File: src/rtl/pipe_hazard_ctrl_pkg.sv
// Shared types and constants for the RV32I pipeline control slice.
package pipe_hazard_ctrl_pkg;

   localparam int REG_ADDR_W = 5;

   localparam logic [31:0] INST_NOP    = 32'h0000_0013;
   localparam logic [6:0]  OPC_LOAD    = 7'b000_0011;
   localparam logic [6:0]  OPC_STORE   = 7'b010_0011;
   localparam logic [6:0]  OPC_BRANCH  = 7'b110_0011;
   localparam logic [6:0]  OPC_JAL     = 7'b110_1111;

   typedef enum logic [1:0] {
      BOOT     = 2'd0,
      RUN      = 2'd1,
      LSU_WAIT = 2'd2,
      REDIRECT = 2'd3
   } hazard_state_e;

endpackage

File: src/rtl/pipe_hazard_ctrl_perf_cnt.sv
// Wrapping stall/flush event counters and the sticky LSU timeout flag.
module hazard_perf_cnt #(
   parameter int CNT_W = 32
) (
   input  logic             clk,
   input  logic             rst_n,
   input  logic             stall_inc,
   input  logic             flush_inc,
   input  logic             err_set,
   input  logic             err_clr,
   output logic [CNT_W-1:0] stall_cycles,
   output logic [CNT_W-1:0] flush_events,
   output logic             lsu_timeout_err
);

   logic [CNT_W-1:0] stall_q, stall_d;
   logic [CNT_W-1:0] flush_q, flush_d;
   logic             err_q, err_d;

   // A set in the same cycle as a clear must leave the flag high.
   always_comb begin
      stall_d = stall_q + (stall_inc ? CNT_W'(1) : CNT_W'(0));
      flush_d = flush_q + (flush_inc ? CNT_W'(1) : CNT_W'(0));
      err_d   = err_set | (err_q & ~err_clr);
   end

   always_ff @(posedge clk or negedge rst_n) begin
      if (!rst_n) begin
         stall_q <= '0;
         flush_q <= '0;
         err_q   <= 1'b0;
      end else begin
         stall_q <= stall_d;
         flush_q <= flush_d;
         err_q   <= err_d;
      end
   end

   assign stall_cycles    = stall_q;
   assign flush_events    = flush_q;
   assign lsu_timeout_err = err_q;

endmodule

File: src/rtl/pipe_hazard_ctrl.sv
// Pipeline stall/flush controller: load-use, EX redirects, LSU waits and boot flush.
module pipe_hazard_ctrl
   import pipe_hazard_ctrl_pkg::*;
#(
   parameter int LSU_TIMEOUT     = 255,
   parameter int REDIRECT_CYCLES = 1,
   parameter int CNT_W           = 32
) (
   input  logic                  clk,
   input  logic                  rst_n,
   input  logic [REG_ADDR_W-1:0] rs1_id,
   input  logic [REG_ADDR_W-1:0] rs2_id,
   input  logic                  rs1_used_id,
   input  logic                  rs2_used_id,
   input  logic [REG_ADDR_W-1:0] rd_ex,
   input  logic                  mem_read_ex,
   input  logic                  jump_en_ex,
   input  logic                  lsu_req_ex,
   input  logic                  lsu_ready,
   input  logic                  err_clr,
   output logic                  stall_n_pc,
   output logic                  stall_n_ifid,
   output logic                  stall_n_idex,
   output logic                  stall_n_exmem,
   output logic                  flush_ifid,
   output logic                  flush_idex,
   output logic [CNT_W-1:0]      stall_cycles,
   output logic [CNT_W-1:0]      flush_events,
   output logic                  lsu_timeout_err
);

   localparam int T_W = $clog2(LSU_TIMEOUT + 1);
   localparam int R_W = (REDIRECT_CYCLES < 1) ? 1 : $clog2(REDIRECT_CYCLES + 1);

   hazard_state_e  state_q, state_d;
   logic [T_W-1:0] timer_q, timer_d;
   logic [R_W-1:0] redir_q, redir_d;
   logic           err_set;
   logic           jump_take;
   logic           lsu_block;
   logic           load_use;

   assign lsu_block = lsu_req_ex & ~lsu_ready;
   assign load_use  = mem_read_ex & (rd_ex != '0) &
                      ((rs1_used_id & (rs1_id == rd_ex)) | (rs2_used_id & (rs2_id == rd_ex)));

   always_ff @(posedge clk or negedge rst_n) begin
      if (!rst_n) begin
         state_q <= BOOT;
         timer_q <= '0;
         redir_q <= '0;
      end else begin
         state_q <= state_d;
         timer_q <= timer_d;
         redir_q <= redir_d;
      end
   end

   always_comb begin
      state_d   = state_q;
      timer_d   = timer_q;
      redir_d   = redir_q;
      err_set   = 1'b0;
      jump_take = 1'b0;
      case (state_q)
         BOOT: state_d = RUN;
         RUN, REDIRECT: begin
            if (lsu_block) begin
               state_d = LSU_WAIT;
               timer_d = T_W'(1);
            end else if (jump_en_ex) begin
               jump_take = 1'b1;
               redir_d   = R_W'(1);
               state_d   = (REDIRECT_CYCLES > 0) ? REDIRECT : RUN;
            end else if (state_q == REDIRECT) begin
               if (redir_q >= R_W'(REDIRECT_CYCLES)) state_d = RUN;
               else redir_d = redir_q + R_W'(1);
            end
         end
         LSU_WAIT: begin
            // The access is abandoned on timeout; EX must not replay it.
            if (lsu_ready) begin
               state_d = RUN;
            end else if (timer_q >= T_W'(LSU_TIMEOUT)) begin
               err_set = 1'b1;
               state_d = RUN;
            end else begin
               timer_d = timer_q + T_W'(1);
            end
         end
         default: state_d = BOOT;
      endcase
   end

   always_comb begin
      stall_n_pc    = 1'b1;
      stall_n_ifid  = 1'b1;
      stall_n_idex  = 1'b1;
      stall_n_exmem = 1'b1;
      flush_ifid    = 1'b0;
      flush_idex    = 1'b0;
      case (state_q)
         BOOT: begin
            stall_n_pc = 1'b0;
            flush_ifid = 1'b1;
            flush_idex = 1'b1;
         end
         RUN, REDIRECT: begin
            if (lsu_block) begin
               stall_n_pc    = 1'b0;
               stall_n_ifid  = 1'b0;
               stall_n_idex  = 1'b0;
               stall_n_exmem = 1'b0;
            end else if (jump_en_ex) begin
               flush_ifid = 1'b1;
               flush_idex = 1'b1;
            end else if (state_q == REDIRECT) begin
               flush_ifid = 1'b1;
            end else if (load_use) begin
               stall_n_pc   = 1'b0;
               stall_n_ifid = 1'b0;
               flush_idex   = 1'b1;
            end
         end
         LSU_WAIT: begin
            stall_n_pc    = 1'b0;
            stall_n_ifid  = 1'b0;
            stall_n_idex  = 1'b0;
            stall_n_exmem = 1'b0;
         end
         default: ;
      endcase
   end

   hazard_perf_cnt #(.CNT_W(CNT_W)) u_perf (
      .clk             (clk),
      .rst_n           (rst_n),
      .stall_inc       (~stall_n_pc),
      .flush_inc       (jump_take),
      .err_set         (err_set),
      .err_clr         (err_clr),
      .stall_cycles    (stall_cycles),
      .flush_events    (flush_events),
      .lsu_timeout_err (lsu_timeout_err)
   );

endmodule

File: config.mk
export PLATFORM = sky130hd
export DESIGN_NAME = pipe_hazard_ctrl
export DESIGN_NICKNAME = d
export VERILOG_FILES = /design/src/rtl/pipe_hazard_ctrl_pkg.sv /design/src/rtl/pipe_hazard_ctrl_perf_cnt.sv /design/src/rtl/pipe_hazard_ctrl.sv
export SDC_FILE = /design/constraint.sdc
export NUM_CORES = 1
export LEC_CHECK = 0
export CAP_MARGIN = 20
export CORE_AREA = 2 2 101 103
export CTS_CLUSTER_SIZE = 12
export DETAILED_ROUTE_END_ITERATION = 8
export DIE_AREA = 0 0 103 105
export PLACE_DENSITY = 0.64
export SYNTH_ARGS = -nofsm -noshare
export SYNTH_HDL_FRONTEND = slang
export SYNTH_HIERARCHICAL = 1
export SYNTH_SLANG_ARGS = --single-unit
File: constraint.sdc
create_clock -name clk -period 4.6 [get_ports clk]
set_clock_uncertainty 0.1 [all_clocks]
set_input_delay 1.38 -clock clk [delete_from_list [all_inputs] [get_ports clk]]
set_output_delay 1.38 -clock clk [all_outputs]
set_load 0.01 [all_outputs]
Word-level counts from Yosys, hierarchy flattened
Cells that the tools add are included.

Add/subtract/negate cells: 4. Magnitude comparators: 2. Multiplexer cells: 39. Reductions and logical operators: 9. Equal/unequal tests: 12. Bitwise operators: 11.

Operators with widths (number): $add 32x32->32 (2); $mux 8 (3); $mux 1 (23); $pmux 8 s2 (1); $mux 2 (6); $eq 5x5->1 (2); $pmux 1 s2 (5); $add 8x1->8 const B (1); $ge 8x8->1 const B (1); $ne 2x2->1 const B (4); $ne 4x4->1 const B (2); $reduce_and 4->1 (2); $and 1x1->1 (6); $pmux 2 s3 (1); $reduce_bool 5->1 (1); $eq 2x2->1 const B (2); $reduce_bool 2->1 (2); $reduce_or 2->1 (2); $ne 3x3->1 const B (1); $not 1->1 (3); $reduce_and 3->1 (1); $eq 2x1->1 const B (1); $logic_not 2->1 (1); $or 1x1->1 (2); other kinds (2) (2).

Word-level logic and storage cells: 83. Register bits after elaboration: 76. Bits of input ports: 24.

Depth between registers and ports, before layout
Gate-level depths: netlist (run 1).

Depth in word-level cells: 11. Depth in mapped cells: 10. Gate-level depth less buffers: 10.

By module
The synthesis (run 1) kept the hierarchy.

Modules (own cells, without submodules): hazard_perf_cnt (sequential area each 1626.6 µm², area each 2934.1 µm², cells an instance 251, instances 1); pipe_hazard_ctrl (sequential area each 275.3 µm², area each 873.3 µm², cells an instance 99, instances 1).

Least setup slack after synthesis (run 1)
Ideal clock, no wire load.

Path kind: input-to-output. From: in rd_ex[4]. To: out stall_n_ifid. Stages: 4. Buffers on the path: 0. Arrival: 2.378 ns. Path slack: 0.742 ns. Cells stage by stage: xor2_1 -> nor4_1 -> a32oi_1 -> o41a_1.

Longest elaborated chain between the ends: 9. Elaborated cells between the ends (all ways): 13.

RTL lines: from (decl) (RTL line pipe_hazard_ctrl.sv:15) `input logic [REG_ADDR_W-1:0] rd_ex,`; $eq 5x5->1 (RTL line pipe_hazard_ctrl.sv:45) `((rs1_used_id & (rs1_id == rd_ex)) | (rs2_used_id & (rs2_id == rd_ex)));`; $and 1x1->1 (RTL line pipe_hazard_ctrl.sv:45); $or 1x1->1 (RTL line pipe_hazard_ctrl.sv:45); $and 1x1->1 * (RTL line pipe_hazard_ctrl.sv:44) `assign load_use = mem_read_ex & (rd_ex != '0) &`; $mux 1 * (RTL line pipe_hazard_ctrl.sv:119) `end else if (load_use) begin`; $mux 1 * (RTL line pipe_hazard_ctrl.sv:117) `end else if (state_q == REDIRECT) begin`; $mux 1 * (RTL line pipe_hazard_ctrl.sv:114) `end else if (jump_en_ex) begin`; $mux 1 * (RTL line pipe_hazard_ctrl.sv:109) `if (lsu_block) begin`; $pmux 1 s2 * (RTL line pipe_hazard_ctrl.sv:102) `case (state_q)`; to (decl) (RTL line pipe_hazard_ctrl.sv:22) `output logic stall_n_ifid,`.

Mark *: on every way between the ends. The rest lies on a longest branch, timed or not.

Final worst setup path (run 1)
From: in rd_ex[2]. To: out stall_n_ifid.

Same word-level chain as after synthesis.

==> impl_results.md, run 1 <==
- Synthesis-to-layout area growth: 37.1%
- Worst slew margin relative to its limit: 35.9%
- Pin count of the biggest net entering global routing: 77
- Number of max-capacitance violations reported: 0
- Fillcell total: between 800 and 900
- Starting density of the core: 39.5%
- Kind of path behind the tightest hold check: flop to flop
- CTS Buf Count: 9
- Die Y: approximately 110 um
- Final non-filler cell area: 5220 um2
- Max Transition Viols Final: 0
- Pre-Repair DR Iteration Count: 4
- Slew @ Worst Pin: 0.961 ns
- Share of the cycle needed by the critical path after routing: 97.1%
- Remaining routing DRC violations: 0
- Final Setup Violations: 0
- Number of post-CTS setup repair buffers: 0
- Placement row count: 36
- Post-route ant nets: 0
- Post-Layout Cell Count: 600
- Leakage power summed over all cells: 2.27 nW
- Power per Cell Area: 338 nW/um2
- Instance area at placement: 4970 um2
- Total of flip-flops plus latches after synthesis: between 70 and 80
- Post-synthesis instance area: approximately 3800 um2
- Average wire per cell in the routed design: 14.4 um
- CTS tree: yes
- Yosys warns: 6
- Top achievable clock speed: 224 MHz
- Die Footprint: 10,800 um2
- Highest-count cells in the layout ignoring fill and taps: clkdlybuf4s50_1, dfrtp_1, xnor2_1
- Result of the run: complete, no violations
- Dpl cells: between 500 and 600
- EDFF count, synth: 0
- Horizontal die dimension: around 100 um
- Kind of end point of the critical path: primary output
- Port Buf Inserts: between 90 and 100
- Worst-path maximum fanout: 4
- Count of mapped cells out of synthesis: 350
- GRT Overall Usage: 16.7%
- Boundary Pins: 95
- Deepest clock path buffer count: 2
- Min cycle time layout: 4.47 ns
- Final hold violation count: 0
- Insertion delay to the later sink of the worst-skew pair: 0.35 ns
- Ys async rst share: 100%
- Type of element launching the critical path: primary input
- Synth cell types: just over 50
- Max rail drop VDD: about 180 uV
- Via count of the routed design: between 3k and 4k
- Share of synthesized area occupied by flip-flops and latches: 50.0%
- Placer congestion estimate: between 0.7 and 0.8
- Synthesized netlist net count: 380
- Global-route wire length before repair: roughly 14,000 um
- Data arrival at the endpoint of the critical path: 2.99 ns
- Via count of the first global-routing pass: 2,964
- Average instance area after synthesis: ~11 um2
- Placeable core region: about 9600 um2
- RSZ-0062 raised after global routing: no
- Hold-fix buffers, CTS: 0
- Antenna diodes: 0
- Final Net Count: about 490
- Register clock-pin slew on the reported worst setup and hold paths: 0.09 ns
- Clock sink total: 76
- Clock root buffer: clkbuf_8
- Post-DP HPWL: 6100 um
- Top_reg_cell synth: dfrtp_1
- Share of final-layout standard cells stronger than drive strength 1: 10.9%
- Per-cell via count in the routed design: 5.06
- Most common cell after layout, fill and taps aside: clkdlybuf4s50_1
- Antenna violations before repair: 0
- Critical Path RT: 3.12 ns
- Total length of routed wires: 8620 um
- Iteration-0 DRC count of the detailed router: approximately 100
- Worst setup path category: primary input to primary output
- Global-route congestion overflow total: 0
- Number of H-tree levels: 3
-- cells in the mapped netlist (4+ instances only) --
cell / instances / area, um2
and3_1: 8 / 50.1
dfrtp_1: 76 / 1900
o21ai_0: 5 / 25.0
nand3_1: 25 / 125
nor3_1: 7 / 35.0
nor3_2: 5 / 50.1
or4_1: 4 / 30.0
ha_1: 6 / 75.1
nand4_1: 20 / 125
and4_1: 5 / 43.8
xnor2_1: 37 / 324
nor4_1: 8 / 50.1
xor2_1: 33 / 289
inv_1: 7 / 26.3
nand2b_1: 4 / 25.0
nand2_1: 28 / 105
nor2_1: 19 / 71.3
-- sequential cells by signal (all words and copies together), names as in the netlist --
register / cells
u_perf/lsu_timeout_err: 1
u_perf/flush_events: 32
redir_q: 1
timer_q: 8
u_perf/stall_cycles: 32
state_q: 2
-- path summary, 6_finish.rpt --
check | start | to | slack, ns | cells past startpoint
max in group asynchronous | rst_n | u_perf/stall_cycles[3]$_DFF_PN0_ | 2.69 | 1
worst min-delay path | u_perf/stall_cycles[31]$_DFF_PN0_ | u_perf/stall_cycles[31]$_DFF_PN0_ | 0.37 | 1
worst min register to register | u_perf/stall_cycles[31]$_DFF_PN0_ | u_perf/stall_cycles[31]$_DFF_PN0_ | 0.37 | 1
worst max register to register | state_q[0]$_DFFE_PN0P_ | u_perf/stall_cycles[24]$_DFF_PN0_ | 1.89 | 11
worst max-delay path | rd_ex[2] | stall_n_ifid | 0.13 | 6
min in group asynchronous | rst_n | u_perf/flush_events[17]$_DFF_PN0_ | 1.08 | 1
-- cells by family (layout without fill, tap and decap cells) --
group	count (synthesis)	count (layout)	share of synthesized area, %
flops	76	76	50.0
compound gates	25	25	5.00
buf+inv	11	128	1.25
mux	3	3	0.822
xor+xnor	70	70	16.1
fa+ha+maj	6	6	1.97
simple gates	159	159	24.9
-- per-layer routing --
metal,share of wire [%],track usage (%)
met1,45,22.2
met2,48,26.4
met3,5.6,4.01
met4,1.4,6.02
met5,0,0
-- cell type report --
class	count	area [um2]	area share, %
well taps	133	166	3.19
multi-input cells	263	1880	36.0
flip-flops and latches	76	1900	36.4
clock inverters	6	111	2.13
inverters	7	26.3	0.503
clock buffers	10	128	2.44
repair buffers	105	1010	19.3
-- power by group --
part,internal (mW),switching (mW)
Combinational,0.182,0.140
Clock,0.362,0.253
Sequential,0.732,0.0940
-- worst max-delay path, cell delays in order --
cell and delay, ns:
clkdlybuf4s50_1 0.48, xor2_1 0.20, nor4_2 0.32, a32oi_2 0.14
o41a_1 0.34, clkbuf_2 0.13
-- through the flow --
step	worst slack, ns	utilization, %	setup TNS, ns	power, mW	hold WS (ns)
final	0.131	54.2	0	1.76	0.365
after detailed placement	-0.299	51.6	-0.786	1.17	0.356
after CTS	-0.0577	54.2	-0.0577	1.79	0.373
after floorplan	0.742	-	0	0.955	0.334
after global placement	-0.229	51.6	-0.585	1.16	0.351
after global routing	0.0483	54.2	0	1.86	0.386
-- repair_timing --
action                     CTS  global route
gates resized for setup      7            10
pin swaps                    1             5
setup endpoints to repair    3             4
Note: power is estimated with default switching activity, not from simulation.
==> run 2, diff against run 1 <==
- clock period: 4.6 -> 5.4 ns (I/O delays scaled with it)
==> run 2 against run 1 <==
  * Global-route usage shrank 0.73 points
  * Cell count shrank 1.5%
  * First-iteration DRC count shrank 2.9%
  * Power shrank 19%
  * Via count shrank 0.16%
  * Largest cell class unchanged
  * Largest power group unchanged
  * Highest routed layer unchanged
==> impl_results.md, run 2 (same netlist as run 1, synthesis figures left out) <==
- Result of the run: complete, no violations
- Most common cell after layout, fill and taps aside: clkdlybuf4s50_1
- Max Transition Viols Final: 0
- Max rail drop VDD: approximately 140 uV
- Placement row count: 36
- Global-route wire length before repair: 14,000 um
- Clock sink total: 76
- Starting density of the core: 39.5%
- Grt met3 use: 3.41%
- Insertion delay to the later sink of the worst-skew pair: 0.35 ns
- Synthesis-to-layout area growth: 35.0%
- Via count of the first global-routing pass: 2,971
- Boundary Pins: 95
- Port Buf Inserts: 94
- Die Footprint: between 10,000 and 15,000 um2
- Average wire per cell in the routed design: roughly 14 um
- Clock root buffer: clkbuf_8
- Horizontal die dimension: 103 um
- Final hold violation count: 0
- Critical Path RT: around 3.7 ns
- Per-cell via count in the routed design: 5.13
- Worst slew margin relative to its limit: 36.2%
- GRT Overall Usage: roughly 16%
- Slew @ Worst Pin: 0.958 ns
- Antenna diodes: 0
- Reg-to-reg startpoint: state_q[0]$_DFFE_PN0P_
- Post-DP HPWL: 6040 um
- Most Used Layer, Global Route: met2
- Met1 Use GR: 21.8%
- CTS tree: yes
- Leakage power summed over all cells: 2.20 nW
- Pre-Repair DR Iteration Count: 4
- Met2 layer usage reported by global route: approximately a quarter
- Antenna violations before repair: 0
- Min cycle time layout: 5.31 ns
- Share of the cycle needed by the critical path after routing: 98.4%
- RSZ-0062 raised after global routing: no
- Highest-count cells in the layout ignoring fill and taps: clkdlybuf4s50_1, dfrtp_1, xnor2_1
- Fillcell total: 908
- Total negative setup slack: 0 ns
- Remaining routing DRC violations: 0
- Kind of path behind the tightest hold check: flop to flop
- Power per Cell Area: 277 nW/um2
- Die Y: between 100 and 150 um
- Startpoint of the most critical hold path: u_perf/stall_cycles[31]$_DFF_PN0_
- Placeable core region: roughly 9600 um2
- CTS Buf Count: 9
- Post-route ant nets: 0
- Global-route congestion overflow total: 0
- Number of H-tree levels: 3
- Deepest clock path buffer count: 2
- Number of max-capacitance violations reported: 0
- Type of element launching the critical path: primary input
- Worst setup path category: primary input to primary output
- Data arrival at the endpoint of the critical path: 3.59 ns
- Placer congestion estimate: 0.797
- Number of post-CTS setup repair buffers: 0
- Kind of end point of the critical path: primary output
- Register clock-pin slew on the reported worst setup and hold paths: 0.09 ns
- Share of final-layout standard cells stronger than drive strength 1: approximately 8.7%
- Top achievable clock speed: between 150 and 200 MHz
- Worst-path maximum fanout: 4
- Overall power of the completed layout: 1.42 mW
- Total length of routed wires: 8470 um
- Final Setup Violations: 0
- Pin count of the biggest net entering global routing: 77
- Startpoint of the most critical setup path: rd_ex[4]
- Via count of the routed design: 3,032
- Iteration-0 DRC count of the detailed router: 99
- Final Net Count: about 480
[run 2: cell count changes in the layout (fill, tap and decap cells not counted), moves of 2 or more]
cell and change:
buf_4 -9, clkdlybuf4s50_1 +4, bufinv_16 -2, clkbuf_2 -2
[run 2: where the power goes]
part | internal, mW | switching (mW) | leakage (nW)
logic | 0.151 | 0.116 | 1.09
registers | 0.624 | 0.0799 | 1.01
clock network | 0.230 | 0.222 | 0.0995
[run 2: final cells by class]
cell class                      count  area (um2)  share of cell area, %
Clock buffer                       10         138                   2.68
Clock inverter                      6        71.3                   1.39
Inverter                            7        26.3                  0.511
Multi-Input combinational cell    263        1880                   36.5
Sequential cell                    76        1900                   37.0
Tap cell                          133         166                   3.24
Timing Repair Buffer               96         958                   18.6
[run 2: per-layer routing]
layer	share of wire, %	vias up
met5	0	-
met4	1.4	0
met3	5.0	11
met2	47	85
met1	47	1473
li1	-	1463
[run 2: timing repair]
item	4_1_cts	5_1_grt
resized for setup	0	5
endpoints found under the setup margin	0	3
hold buffers	0	0
[run 2: path summary, 6_finish.rpt]
kind,cells after the start,slack (ns),to
worst max-delay path,6,0.09,stall_n_pc
worst min-delay path,1,0.37,u_perf/stall_cycles[31]$_DFF_PN0_
worst max register to register,9,2.52,u_perf/stall_cycles[26]$_DFF_PN0_
worst min register to register,1,0.37,u_perf/stall_cycles[31]$_DFF_PN0_
max in group asynchronous,1,3.25,u_perf/stall_cycles[24]$_DFF_PN0_
min in group asynchronous,1,1.30,u_perf/flush_events[19]$_DFF_PN0_
[run 2: metrics by stage]
step / area (um2) / setup slack (ns) / std cells / hold slack (ns) / utilization (%)
after CTS: 5110 / 0.0416 / 591 / 0.373 / 53.1
after floorplan: 3810 / 1.06 / 350 / 0.334 / -
after detailed placement: 4910 / 0.0521 / 575 / 0.352 / 50.9
after global routing: 5140 / 0.0121 / 591 / 0.404 / 53.3
after global placement: 4910 / 0.0783 / 575 / 0.350 / 50.9
final: 5140 / 0.0862 / 591 / 0.367 / 53.3
[run 2: worst max-delay path: stages]
cell and delay [ns]:
clkdlybuf4s50_1 0.46, xor2_1 0.19, nor4_2 0.32, a32oi_2 0.21
o31a_1 0.31, clkdlybuf4s50_1 0.48
